## config.mk

```make
export PLATFORM = sky130hd
export DESIGN_NAME = mantissa_divider_seq
export DESIGN_NICKNAME = d
export VERILOG_FILES = /design/src/rtl/mantissa_divider_seq.sv
export SDC_FILE = /design/constraint.sdc
export NUM_CORES = 1
export LEC_CHECK = 0
export BUFFER_PORTS_ARGS = -buffer_cell sky130_fd_sc_hd__buf_2
export CORE_MARGIN = 1
export CORE_UTILIZATION = 59
export DETAILED_ROUTE_END_ITERATION = 10
export PLACE_DENSITY = 0.86
export RECOVER_POWER = 25
export SLEW_MARGIN = 20
export SYNTH_ARGS = -nofsm -noshare
export SYNTH_HDL_FRONTEND = slang
export SYNTH_SLANG_ARGS = --single-unit
```

## constraint.sdc

```tcl
create_clock -name clk -period 4.05 [get_ports clk]
set_clock_uncertainty 0.1 [all_clocks]
set_input_delay 0.405 -clock clk [delete_from_list [all_inputs] [get_ports clk]]
set_output_delay 0.405 -clock clk [all_outputs]
set_load 0.05 [all_outputs]
```

## src/rtl/mantissa_divider_seq.sv

```systemverilog
// Sequential restoring mantissa divider: 1.f0 / 1.f1, BITS_PER_CYCLE quotient bits per clock.
// Produces QW quotient bits (incl. guard/round), sticky and quotient<1 flag; one op in flight.
module mantissa_divider_seq #(
  parameter int MAN_WIDTH      = 23,
  parameter int GRS_BITS       = 2,
  parameter int BITS_PER_CYCLE = 1,
  localparam int QW            = MAN_WIDTH + GRS_BITS + 1,
  localparam int NCYC          = QW / BITS_PER_CYCLE
) (
  input  logic                 clk,
  input  logic                 rst_n,
  input  logic                 in_valid,
  output logic                 in_ready,
  input  logic [MAN_WIDTH-1:0] in0_man,
  input  logic [MAN_WIDTH-1:0] in1_man,
  input  logic                 flush,
  output logic                 out_valid,
  input  logic                 out_ready,
  output logic [QW-1:0]        quot,
  output logic                 lt_one,
  output logic                 sticky,
  output logic                 busy
);

  localparam int RW = MAN_WIDTH + 2;
  localparam int CW = $clog2(NCYC + 1);
  localparam logic [CW-1:0] CNT_LAST = CW'(NCYC - 1);

  typedef enum logic [1:0] {
    IDLE = 2'd0,
    CALC = 2'd1,
    DONE = 2'd2
  } state_t;

  state_t          r_state;
  state_t          w_nstate;
  logic [RW-1:0]   r_rem;
  logic [RW-1:0]   r_div;
  logic [QW-1:0]   r_q;
  logic [CW-1:0]   r_cnt;
  logic [QW-1:0]   r_quot;
  logic            r_lt_one;
  logic            r_sticky;
  logic [RW-1:0]   w_rem;
  logic [QW-1:0]   w_q;

  // Partial remainder stays below 2*divisor, so RW bits suffice for compare, subtract and shift.
  always_comb begin
    w_rem = r_rem;
    w_q   = r_q;
    for (int unsigned k = 0; k < BITS_PER_CYCLE; k++) begin
      if (w_rem >= r_div) begin
        w_rem = w_rem - r_div;
        w_q   = {w_q[QW-2:0], 1'b1};
      end else begin
        w_q   = {w_q[QW-2:0], 1'b0};
      end
      w_rem = w_rem << 1;
    end
  end

  always_ff @(posedge clk or negedge rst_n) begin
    if (!rst_n) begin
      r_state <= IDLE;
    end else begin
      r_state <= w_nstate;
    end
  end

  always_comb begin
    w_nstate = r_state;
    if (flush) begin
      w_nstate = IDLE;
    end else begin
      case (r_state)
        IDLE:    if (in_valid)               w_nstate = CALC;
        CALC:    if (r_cnt == '0)            w_nstate = DONE;
        DONE:    if (out_ready)              w_nstate = IDLE;
        default:                             w_nstate = IDLE;
      endcase
    end
  end

  always_ff @(posedge clk or negedge rst_n) begin
    if (!rst_n) begin
      r_rem    <= '0;
      r_div    <= '0;
      r_q      <= '0;
      r_cnt    <= '0;
      r_quot   <= '0;
      r_lt_one <= 1'b0;
      r_sticky <= 1'b0;
    end else if (flush) begin
      r_cnt    <= '0;
      r_quot   <= '0;
      r_lt_one <= 1'b0;
      r_sticky <= 1'b0;
    end else begin
      case (r_state)
        IDLE: begin
          if (in_valid) begin
            r_rem <= {2'b01, in0_man};
            r_div <= {2'b01, in1_man};
            r_q   <= '0;
            r_cnt <= CNT_LAST;
          end
        end
        CALC: begin
          r_rem <= w_rem;
          r_q   <= w_q;
          r_cnt <= r_cnt - 1'b1;
          if (r_cnt == '0) begin
            r_quot   <= w_q;
            r_lt_one <= ~w_q[QW-1];
            r_sticky <= |w_rem;
          end
        end
        default: ;
      endcase
    end
  end

  assign in_ready  = (r_state == IDLE);
  assign out_valid = (r_state == DONE);
  assign busy      = (r_state == CALC) || (r_state == DONE);
  assign quot      = r_quot;
  assign lt_one    = r_lt_one;
  assign sticky    = r_sticky;

endmodule

```

==> results of run 1 <==
path summary, 6_finish.rpt:
path | end | slack [ns] | depth (start not counted)
min in group asynchronous | r_rem[7]$_DFFE_PN0P_ | 0.35 | 1
max | sticky$_DFFE_PN0P_ | 0.63 | 13
min | r_div[14]$_DFFE_PN0P_ | 0.14 | 2
max reg2reg | sticky$_DFFE_PN0P_ | 0.63 | 13
min reg2reg | r_div[23]$_DFFE_PN0P_ | 0.37 | 2
max in group asynchronous | quot[17]$_DFFE_PN0P_ | 2.42 | 1
cells in the mapped netlist (4+ instances only):
cell,number
sky130_fd_sc_hd__or3_1,4
sky130_fd_sc_hd__dfrtp_1,109
sky130_fd_sc_hd__clkbuf_1,27
sky130_fd_sc_hd__mux2i_1,7
sky130_fd_sc_hd__a21oi_1,46
sky130_fd_sc_hd__o21bai_1,4
sky130_fd_sc_hd__xor2_1,6
sky130_fd_sc_hd__xnor2_1,12
sky130_fd_sc_hd__nor4_1,4
sky130_fd_sc_hd__nand3_1,42
sky130_fd_sc_hd__nand2_1,168
sky130_fd_sc_hd__a211oi_1,7
sky130_fd_sc_hd__o21ai_1,28
sky130_fd_sc_hd__a311oi_1,4
sky130_fd_sc_hd__buf_2,5
sky130_fd_sc_hd__a21o_1,13
sky130_fd_sc_hd__inv_1,39
sky130_fd_sc_hd__nor2_1,35
sky130_fd_sc_hd__o21a_1,4
sky130_fd_sc_hd__o211ai_1,8
sky130_fd_sc_hd__nand2b_1,4
sky130_fd_sc_hd__nand4_1,4
sky130_fd_sc_hd__o21ai_0,17
sky130_fd_sc_hd__ha_1,30
sky130_fd_sc_hd__nand3b_1,4
sky130_fd_sc_hd__mux2_2,23
critical path: cells and delay by family, from the launching register on:
family                     cells  cell delay, ns
AOI/OAI and AO/OA              4            0.77
adders and majority gates      2            0.58
DFF                            1            0.41
xor gates and xnor gates       1            0.16
buffers and inverters          2            0.13
and+or+nand+nor                4            1.14
cell families after synthesis:
family	count (synthesis)	share of synthesized area (%)
buf+inv	75	4.671
mux	30	5.140
fa+ha+maj	31	6.176
xor+xnor	18	2.462
compound gates	170	18.53
simple gates	292	20.42
flops	109	42.60
layer usage:
metal | GRT usage, % | share of wire, % | vias up
li1 | - | - | 2647
met1 | 39.26 | 45 | 2641
met2 | 45.83 | 47 | 170
met3 | 5.641 | 6.1 | 19
met4 | 7.540 | 1.5 | 0
met5 | 0 | 0 | -
sequential cells by signal, summed over array words and instances, names as in the netlist:
signal	count
lt_one	1
quot	26
r_cnt	5
r_div	24
r_q	25
r_rem	25
r_state	2
sticky	1
area by class of cell:
| class | instances | area, sq um | share of cell area [%] |
|---|---|---|---|
| Inverter | 39 | 146.4 | 2.056 |
| Multi-Input combinational cell | 541 | 3381 | 47.49 |
| Clock inverter | 5 | 65.06 | 0.9139 |
| Clock buffer | 11 | 151.4 | 2.127 |
| Sequential cell | 109 | 2728 | 38.31 |
| Tap cell | 136 | 170.2 | 2.390 |
| Timing Repair Buffer | 89 | 478.0 | 6.714 |
through the flow:
step	hold WS, ns	area, sq um	setup WS (ns)	util [%]	total power, mW
global placement	0.3417	6905	0.7965	66.29	5.650
global route	0.1207	7119	0.4543	68.35	6.999
CTS	0.04572	7122	0.6558	68.37	6.483
floorplan	0.009409	6402	1.058	-	4.818
finish	0.1381	7119	0.6251	68.35	6.521
detailed placement	0.3447	6905	0.6824	66.29	5.730
report_power, final:
part | switching, mW | total [mW] | internal (mW)
registers | 0.260 | 1.63 | 1.37
clock network | 0.390 | 0.716 | 0.326
logic | 2.63 | 4.18 | 1.54
total | 3.29 | 6.52 | 3.24
==> impl_metrics.ini, run 1 <==
[outcome]
status = complete, but fails checks
violations_in_the_final_reports = max-capacitance violations, max-slew violations

[setup_path]
worst_ep_required_time_ns = 4.20
crit_path_top_delay_cell = sky130_fd_sc_hd__or4b_1
cpPeakStageDelay_ns = 0.47
ordered_list_of_cells_on_the_worst_path = inv_1, ha_1, inv_1, fa_1, a21oi_2, o21bai_1, xor2_1, nor4b_1, or4b_1, nor4_1, nand4b_1, o41ai_2, a311oi_1
cp.arrival_ns = 3.57
worstReg2RegStart = r_rem[0]$_DFFE_PN0P_
crit_path_start = r_rem[0]$_DFFE_PN0P_
worst-setup-path-type = flip-flop to flip-flop
timing.critical_path.fanout_max = 4
cp-end-kind = flip-flop
critical_path.most_common_cell = sky130_fd_sc_hd__inv_1
critPathLaunchType = flip-flop

[detailed_routing]
antenna_left = 0
route.detailed.vias_per_inst = 5.889
route.vias.total = 5477
detailedRoute.firstPassIterationCount = 5
route.detailed.wl_per_inst_um = 16.48
remaining_drc_errors = 0
drt_iter0_drc = 398
drt_wl_total_um = 15330

[clock_tree]
worst_skew_pair.late_latency_ns = 0.39
tritoncts_clock_tree = done
numCtsBuffers = 9
cts_repair_resize_count = 0
post-cts-setup-buffers = 0
clkSinkCount = 109
clkSlewWorstSetupHoldPaths_ns = 0.10
cts.root.buffer_cell = sky130_fd_sc_hd__clkbuf_8
cts.htree.levels = 3
clock_tree.buffer_depth = 2
cts.hold.buffers_added = 0

[yosys]
async_flop_share_pct = 100.0
synth_sequential_area_ratio_pct = 42.60
syn-cell-area_sq_mm = 0.006402
synth-seq-cells = 109
synthDominantAreaCellType = sky130_fd_sc_hd__dfrtp_1
syn_warnings = 0
yosysUniqueCellTypes = 72
yosys.area.top_type_share_pct = 42.60
post_synth_main_area_contributors = sky130_fd_sc_hd__dfrtp_1, sky130_fd_sc_hd__nand2_1, sky130_fd_sc_hd__ha_1, sky130_fd_sc_hd__mux2_2, sky130_fd_sc_hd__a21oi_1
synthCells = 725
synth_edf_count = 0
avg_synthesized_cell_area_sq_um = 8.831
synth_flop_cell = sky130_fd_sc_hd__dfrtp_1
synth.net_count = 807

[sta]
layout_worst_path_cycle_share_pct = 84.57
finalSetupViolations = 0
timing_worst_slew_pin_value_ns = 1.771
rsz0062_at_grt = no
max_freq_ghz = 0.2920
timing.final.hold_violations = 0
final-max-slew-violation-count = 72
timing.setup.tns_ns = 0
max_slew_margin_pct = -18.07
finalWorstPathRequiredPeriod_ns = 3.425

[place]
finalWeightedCongestion = 0.9962
post_place_cells = 914
detailedPlacementHpwl_um = 11250
port-buffer-count = 81

[cells_and_area]
final_common_cell = sky130_fd_sc_hd__nand2_1
final_nets = 871
fill_cells = 840
antenna_cells_inserted = 0
layout_common_cells = sky130_fd_sc_hd__nand2_1, sky130_fd_sc_hd__dfrtp_1, sky130_fd_sc_hd__buf_2
final_cell_count_no_fill = 930
flow.area_growth_from_synthesis_pct = 11.20
post_route_cells_drive_above_1_share_pct = 19.14

[global_route]
grt_first_pass_wirelength_um = 25260
groute.usage.overall_pct = 28.45
initial_antenna_violation_count = 0
maximum_number_of_pins_on_one_net_before_global_route_repair = 77
grt_remaining_overflow = 0
grt_pass1_vias = 5183

[worst_hold_path]
holdCritStartpoint = in1_man[14]
min-delay-path-class = input pin to flip-flop

[die]
die_w_um = 106.2
start_util_pct = 61.47
die_height_um = 106.2
placementRows = 37
die_area_sq_mm = 0.01127
num_io_pins = 82
coreArea_sq_mm = 0.01042

[flow_run]
maxCapViolations = 1

[pwr]
power.density_mw_per_mm2 = 916.0
cell_leakage_power_nw = 3.462
irDropWorstVdd_mv = 0.6180
Power figures use the tool's default switching activity.
==> run 2: changes to the inputs <==
==> constraint.sdc (replaced) <==
create_clock -name clk -period 3.4 [get_ports clk]
set_clock_uncertainty 0.1 [all_clocks]
set_input_delay 0.34 -clock clk [delete_from_list [all_inputs] [get_ports clk]]
set_output_delay 0.34 -clock clk [all_outputs]
set_load 0.05 [all_outputs]
==> run 2 against run 1 <==
The run now ends clean. Via count rose by 4.6%. Non-clock buffer count rose by 12. Global-route usage rose by 1.6 points. First-iteration DRC count rose by 7.8%. Hold slack got worse by 0.079 ns. Die area did not move. Utilization rose by 1.1 points. Register-to-register slack got worse by 0.51 ns. Critical path type unchanged. Critical endpoint unchanged. Highest routed layer unchanged.
==> impl_metrics.ini, run 2 (synthesis gave the netlist of run 1 again) <==
[sta]
max_freq_ghz = 0.3045
layout_worst_path_cycle_share_pct = 96.60
max_slew_margin_pct = 10.64
finalSetupViolations = 0
timing_worst_slew_pin_value_ns = 1.340
rsz0062_at_grt = yes
finalWorstPathRequiredPeriod_ns = 3.284
timing.final.hold_violations = 0
setup_ws_ns = 0.1156
final-max-slew-violation-count = 0

[setup_path]
crit_path_top_delay_cell = sky130_fd_sc_hd__or4b_4
worst_r2r_path_depth = 13
ordered_list_of_cells_on_the_worst_path = inv_1, ha_1, inv_1, fa_2, a21oi_4, o21bai_1, xor2_1, nor4b_1, or4b_4, nor4_4, nand4b_1, o41ai_2, a311oi_1
critPathLaunchType = flip-flop
worst-path-buf-inv = 2
worst-setup-path-type = flip-flop to flip-flop
timing.rr.end = sticky$_DFFE_PN0P_
setup.reg_to_reg.worst_slack_ns = 0.12
critical_path.most_common_cell = sky130_fd_sc_hd__inv_1
timing.critical_path.fanout_max = 3
timing.critical_path.max_delay_family = simple AND/OR/NAND/NOR gates
cp.arrival_ns = 3.47
worstReg2RegStart = r_rem[0]$_DFFE_PN0P_
instance_count_on_the_critical_path = 13
worst_ep_required_time_ns = 3.58
cp-end-kind = flip-flop
cpPeakStageDelay_ns = 0.52

[global_route]
groute.usage.overall_pct = 30.07
grt_first_pass_wirelength_um = 26570
maximum_number_of_pins_on_one_net_before_global_route_repair = 56
grt_pass1_vias = 5539
initial_antenna_violation_count = 0
grt_remaining_overflow = 0

[detailed_routing]
drt_iter0_drc = 429
remaining_drc_errors = 0
antenna_left = 0
route.detailed.vias_per_inst = 6.081
route.vias.total = 5728
detailedRoute.firstPassIterationCount = 5
drt_wl_total_um = 15890
route.detailed.wl_per_inst_um = 16.87

[worst_hold_path]
min-delay-path-class = input pin to flip-flop
hold-path-endpoint = r_div[15]$_DFFE_PN0P_
holdCritStartpoint = in1_man[15]
hold-path-cell-count = 2

[clock_tree]
clock_tree.buffer_depth = 2
clkSinkCount = 109
clkSlewWorstSetupHoldPaths_ns = 0.11
cts.htree.levels = 3
cts.root.buffer_cell = sky130_fd_sc_hd__clkbuf_8
worst_skew_pair.late_latency_ns = 0.41
numCtsBuffers = 9
tritoncts_clock_tree = done

[cells_and_area]
post_route_cells_drive_above_1_share_pct = 20.60
final_cell_count_no_fill = 942
final_common_cell = sky130_fd_sc_hd__nand2_1
layout_common_cells = sky130_fd_sc_hd__nand2_1, sky130_fd_sc_hd__dfrtp_1, sky130_fd_sc_hd__buf_2
antenna_cells_inserted = 0
final_nets = 883
fill_cells = 842
largest_register_ff_count = 26
flow.area_growth_from_synthesis_pct = 13.02

[die]
start_util_pct = 61.47
placementRows = 37
die_w_um = 106.2
coreArea_sq_mm = 0.01042
die_area_sq_mm = 0.01127
num_io_pins = 82
die_height_um = 106.2

[pwr]
power.share.sequential_pct = 24.1
irDropWorstVdd_mv = 0.8114
portion_of_total_power_attributed_to_the_clock_network_pct = 9.8
intPower_mw = 3.916
power_switching_mw = 4.133
share_comb_of_total_power_pct = 66.1
power.density_mw_per_mm2 = 1112
sw_frac_of_total_pct = 51.35
cell_leakage_power_nw = 3.510

[flow_run]
maxCapViolations = 0

[place]
finalWeightedCongestion = 0.9974
detailedPlacementHpwl_um = 11620
post_place_cells = 924
port-buffer-count = 81
dpl_worst_slack_ns = 0.04728

[outcome]
status = completed
run 2: layout make-up:
cell class / count / area [sq um] / area share [%]
multi-input cells: 541 / 3432 / 47.43
well taps: 136 / 170.2 / 2.352
repair buffers: 101 / 566.8 / 7.833
clock inverters: 6 / 55.05 / 0.7609
flip-flops and latches: 109 / 2728 / 37.70
clock buffers: 10 / 137.6 / 1.902
inverters: 39 / 146.4 / 2.023
run 2: timing repair:
| item | CTS | global route |
|---|---|---|
| hold endpoints to repair | 52 | 0 |
| buffers inserted | 0 | 1 |
| endpoints found under the setup margin | 0 | 2 |
| resized for setup | 0 | 8 |
| hold buffers | 1 | 0 |
run 2: per-stage QoR:
step | util, % | area, sq um | TNS, ns | total power [mW] | hold slack (ns)
2_1_floorplan | - | 6402 | 0 | 5.739 | -0.05559
5_1_grt | 69.47 | 7236 | -0.02992 | 8.606 | 0.04011
3_3_place_gp | 67.02 | 6980 | 0 | 6.817 | 0.3136
6_report | 69.47 | 7236 | 0 | 8.049 | 0.05911
4_1_cts | 68.96 | 7183 | 0 | 7.801 | 0.04947
3_5_place_dp | 67.02 | 6980 | 0 | 6.973 | 0.3199
run 2: power groups by stage:
| stage | logic (mW) | clock network (mW) | registers (mW) |
|---|---|---|---|
| after floorplan | 3.85 | 0 | 1.89 |
| after global placement | 4.88 | 0 | 1.94 |
| after detailed placement | 5.02 | 0 | 1.95 |
| after CTS | 5.07 | 0.807 | 1.93 |
| after global routing | 5.77 | 0.846 | 1.99 |
| final | 5.32 | 0.789 | 1.94 |
run 2: how the worst max path moves through the flow:
stage / from / endpoint
6_report: r_rem[0]$_DFFE_PN0P_ / sticky$_DFFE_PN0P_
5_1_grt: r_rem[0]$_DFFE_PN0P_ / sticky$_DFFE_PN0P_
4_1_cts: r_rem[0]$_DFFE_PN0P_ / sticky$_DFFE_PN0P_
3_5_place_dp: r_rem[0]$_DFFE_PN0P_ / sticky$_DFFE_PN0P_
3_3_place_gp: r_rem[0]$_DFFE_PN0P_ / sticky$_DFFE_PN0P_
2_1_floorplan: r_rem[0]$_DFFE_PN0P_ / sticky$_DFFE_PN0P_
run 2: routing by layer:
metal	GRT usage, %	share of wire (%)
met4	9.722	2.3
met1	40.24	43
met5	0	0
met2	48.56	48
met3	6.744	7.0
==> run 3: changes to the inputs <==
--- a/config.mk
+++ b/config.mk
@@ -7,9 +7,9 @@
 export LEC_CHECK = 0
 export BUFFER_PORTS_ARGS = -buffer_cell sky130_fd_sc_hd__buf_2
 export CORE_MARGIN = 1
-export CORE_UTILIZATION = 59
+export CORE_UTILIZATION = 57
 export DETAILED_ROUTE_END_ITERATION = 10
-export PLACE_DENSITY = 0.86
+export PLACE_DENSITY = 0.84
 export RECOVER_POWER = 25
 export SLEW_MARGIN = 20
 export SYNTH_ARGS = -nofsm -noshare
==> run 3 against run 2 <==
The run now ends with max-capacitance violations, max-slew violations, negative setup slack left. Sequential cell count unchanged. Largest power group unchanged. Routed wire length up 1.4%. Sequential share of layout area down 0.43 points. Critical path type unchanged. Combinational power up 0.8%.
==> impl_metrics.ini, run 3 (synthesis gave the netlist of run 1 again) <==
[setup_path]
critical_path.most_common_cell = sky130_fd_sc_hd__inv_2
timing.critical_path.max_delay_family = simple AND/OR/NAND/NOR gates
setup.reg_to_reg.worst_slack_ns = -0.01
worst_ep_required_time_ns = 3.58
cp-endpoint = sticky$_DFFE_PN0P_
cp-end-kind = flip-flop
cpPeakStageDelay_ns = 0.45
instance_count_on_the_critical_path = 13
timing.critical_path.fanout_max = 4
crit_path_top_delay_cell = sky130_fd_sc_hd__or4b_1
crit_path_start = r_rem[0]$_DFFE_PN0P_
timing.rr.end = sticky$_DFFE_PN0P_
worst_r2r_path_depth = 13
cp.arrival_ns = 3.59
ordered_list_of_cells_on_the_worst_path = inv_2, ha_4, inv_2, fa_2, a21oi_4, o21bai_1, xor2_1, nor4b_2, or4b_1, nor4_1, nand4b_1, o41ai_2, a311oi_1
worst-setup-path-type = flip-flop to flip-flop
worstReg2RegStart = r_rem[0]$_DFFE_PN0P_
worst-path-buf-inv = 2
critPathLaunchType = flip-flop

[detailed_routing]
remaining_drc_errors = 0
route.vias.total = 5579
antenna_left = 0
drt_wl_total_um = 16120
route.detailed.wl_per_inst_um = 16.93
route.detailed.vias_per_inst = 5.860
detailedRoute.firstPassIterationCount = 5
drt_iter0_drc = 445

[cells_and_area]
sequential_cell_area_sq_mm = 0.002728
final_common_cell = sky130_fd_sc_hd__nand2_1
antenna_cells_inserted = 0
layout_common_cells = sky130_fd_sc_hd__nand2_1, sky130_fd_sc_hd__dfrtp_1, sky130_fd_sc_hd__buf_2
multi_input_comb_area_sq_mm = 0.003410
final_nets = 889
post_route_cells_drive_above_1_share_pct = 21.43
flow.area_growth_from_synthesis_pct = 14.31
fill_cells = 890
largest_register_ff_count = 26
postLayoutCellArea_sq_mm = 0.007318
final_util_pct = 67.21

[global_route]
grt_pass1_vias = 5547
maximum_number_of_pins_on_one_net_before_global_route_repair = 77
grt_remaining_overflow = 0
groute.usage.overall_pct = 29.78
grt_first_pass_wirelength_um = 26940
initial_antenna_violation_count = 0

[clock_tree]
clock_tree.buffer_depth = 2
worst_skew_pair.late_latency_ns = 0.40
clkSlewWorstSetupHoldPaths_ns = 0.12
cts.htree.levels = 3
cts.root.buffer_cell = sky130_fd_sc_hd__clkbuf_8
numCtsBuffers = 9
clkSinkCount = 109
tritoncts_clock_tree = done

[place]
detailedPlacementHpwl_um = 11660
port-buffer-count = 81
dpl_cell_area_sq_mm = 0.007033
finalWeightedCongestion = 0.9350
dpl_worst_slack_ns = 0.06087

[sta]
timing_worst_slew_pin_value_ns = 1.699
setup_ws_ns = -0.01042
max_freq_ghz = 0.2932
rsz0062_at_grt = yes
finalSetupViolations = 1
final-max-slew-violation-count = 66
timing.setup.tns_ns = -0.01042
layout_worst_path_cycle_share_pct = 100.3
finalWorstPathRequiredPeriod_ns = 3.410
max_slew_margin_pct = -13.27
timing.final.hold_violations = 0

[pwr]
cell_leakage_power_nw = 3.568
irDropWorstVdd_mv = 1.040
power.density_mw_per_mm2 = 1112

[worst_hold_path]
hold-path-cell-count = 2
min-delay-path-class = input pin to flip-flop
holdCritStartpoint = in1_man[13]

[die]
die_w_um = 108.0
start_util_pct = 58.80
die_area_sq_mm = 0.01166
placementRows = 38
num_io_pins = 82
coreArea_sq_mm = 0.01089
die_height_um = 108.0

[outcome]
status = complete, but fails checks
violations_in_the_final_reports = max-capacitance violations, max-slew violations, negative setup slack

[flow_run]
maxCapViolations = 1
[run 3: how the worst min path moves through the flow]
stage,slack [ns],endpoint
2_1_floorplan,-0.06,lt_one$_DFFE_PN0P_
3_3_place_gp,0.34,r_div[23]$_DFFE_PN0P_
3_5_place_dp,0.34,r_div[23]$_DFFE_PN0P_
4_1_cts,0.05,r_div[13]$_DFFE_PN0P_
5_1_grt,0.05,r_div[13]$_DFFE_PN0P_
6_report,0.06,r_div[13]$_DFFE_PN0P_
[run 3: where the power goes]
group | switching [mW] | total (mW) | leakage, nW | internal, mW
combinational | 3.28 | 5.36 | 2.04 | 2.07
clock | 0.484 | 0.859 | 0.110 | 0.375
sequential | 0.292 | 1.92 | 1.42 | 1.63
total | 4.06 | 8.14 | 3.57 | 4.08
[run 3: final cells by class]
class	instances	share of cell area [%]
clock inverters	6	1.111
repair buffers	107	8.754
clock buffers	10	1.881
inverters	39	2.000
flip-flops and latches	109	37.27
multi-input cells	541	46.59
well taps	140	2.394
[run 3: worst reg2reg max path: cells and delay by family, from the launching register on]
kind / cells / cell delay [ns]
simple gates: 4 / 1.14
compound gates: 4 / 0.85
flops: 1 / 0.41
fa+ha+maj: 2 / 0.52
buf+inv: 2 / 0.12
xor+xnor: 1 / 0.17
[run 3: repair_timing]
item | in CTS | in global routing
hold buffers | 1 | 0
endpoints found under the hold margin | 65 | 0
resized for setup | 0 | 7
endpoints found under the setup margin | 0 | 1
setup buffers | 0 | 4
[run 3: stage by stage]
| step | hold slack [ns] | cells | total power [mW] |
|---|---|---|---|
| 3_5_place_dp | 0.3422 | 931 | 7.074 |
| 6_report | 0.05738 | 952 | 8.139 |
| 4_1_cts | 0.04647 | 948 | 7.962 |
| 5_1_grt | 0.04679 | 952 | 8.781 |
| 2_1_floorplan | -0.05559 | 725 | 5.739 |
| 3_3_place_gp | 0.3393 | 931 | 6.968 |
[run 3: layer usage]
metal | vias up | wire, um | track usage, %
met5 | - | 0 | 0
met4 | 0 | 320 | 9.100
met3 | 29 | 770 | 5.787
met2 | 179 | 7781 | 48.64
met1 | 2687 | 7243 | 40.06
li1 | 2684 | - | -
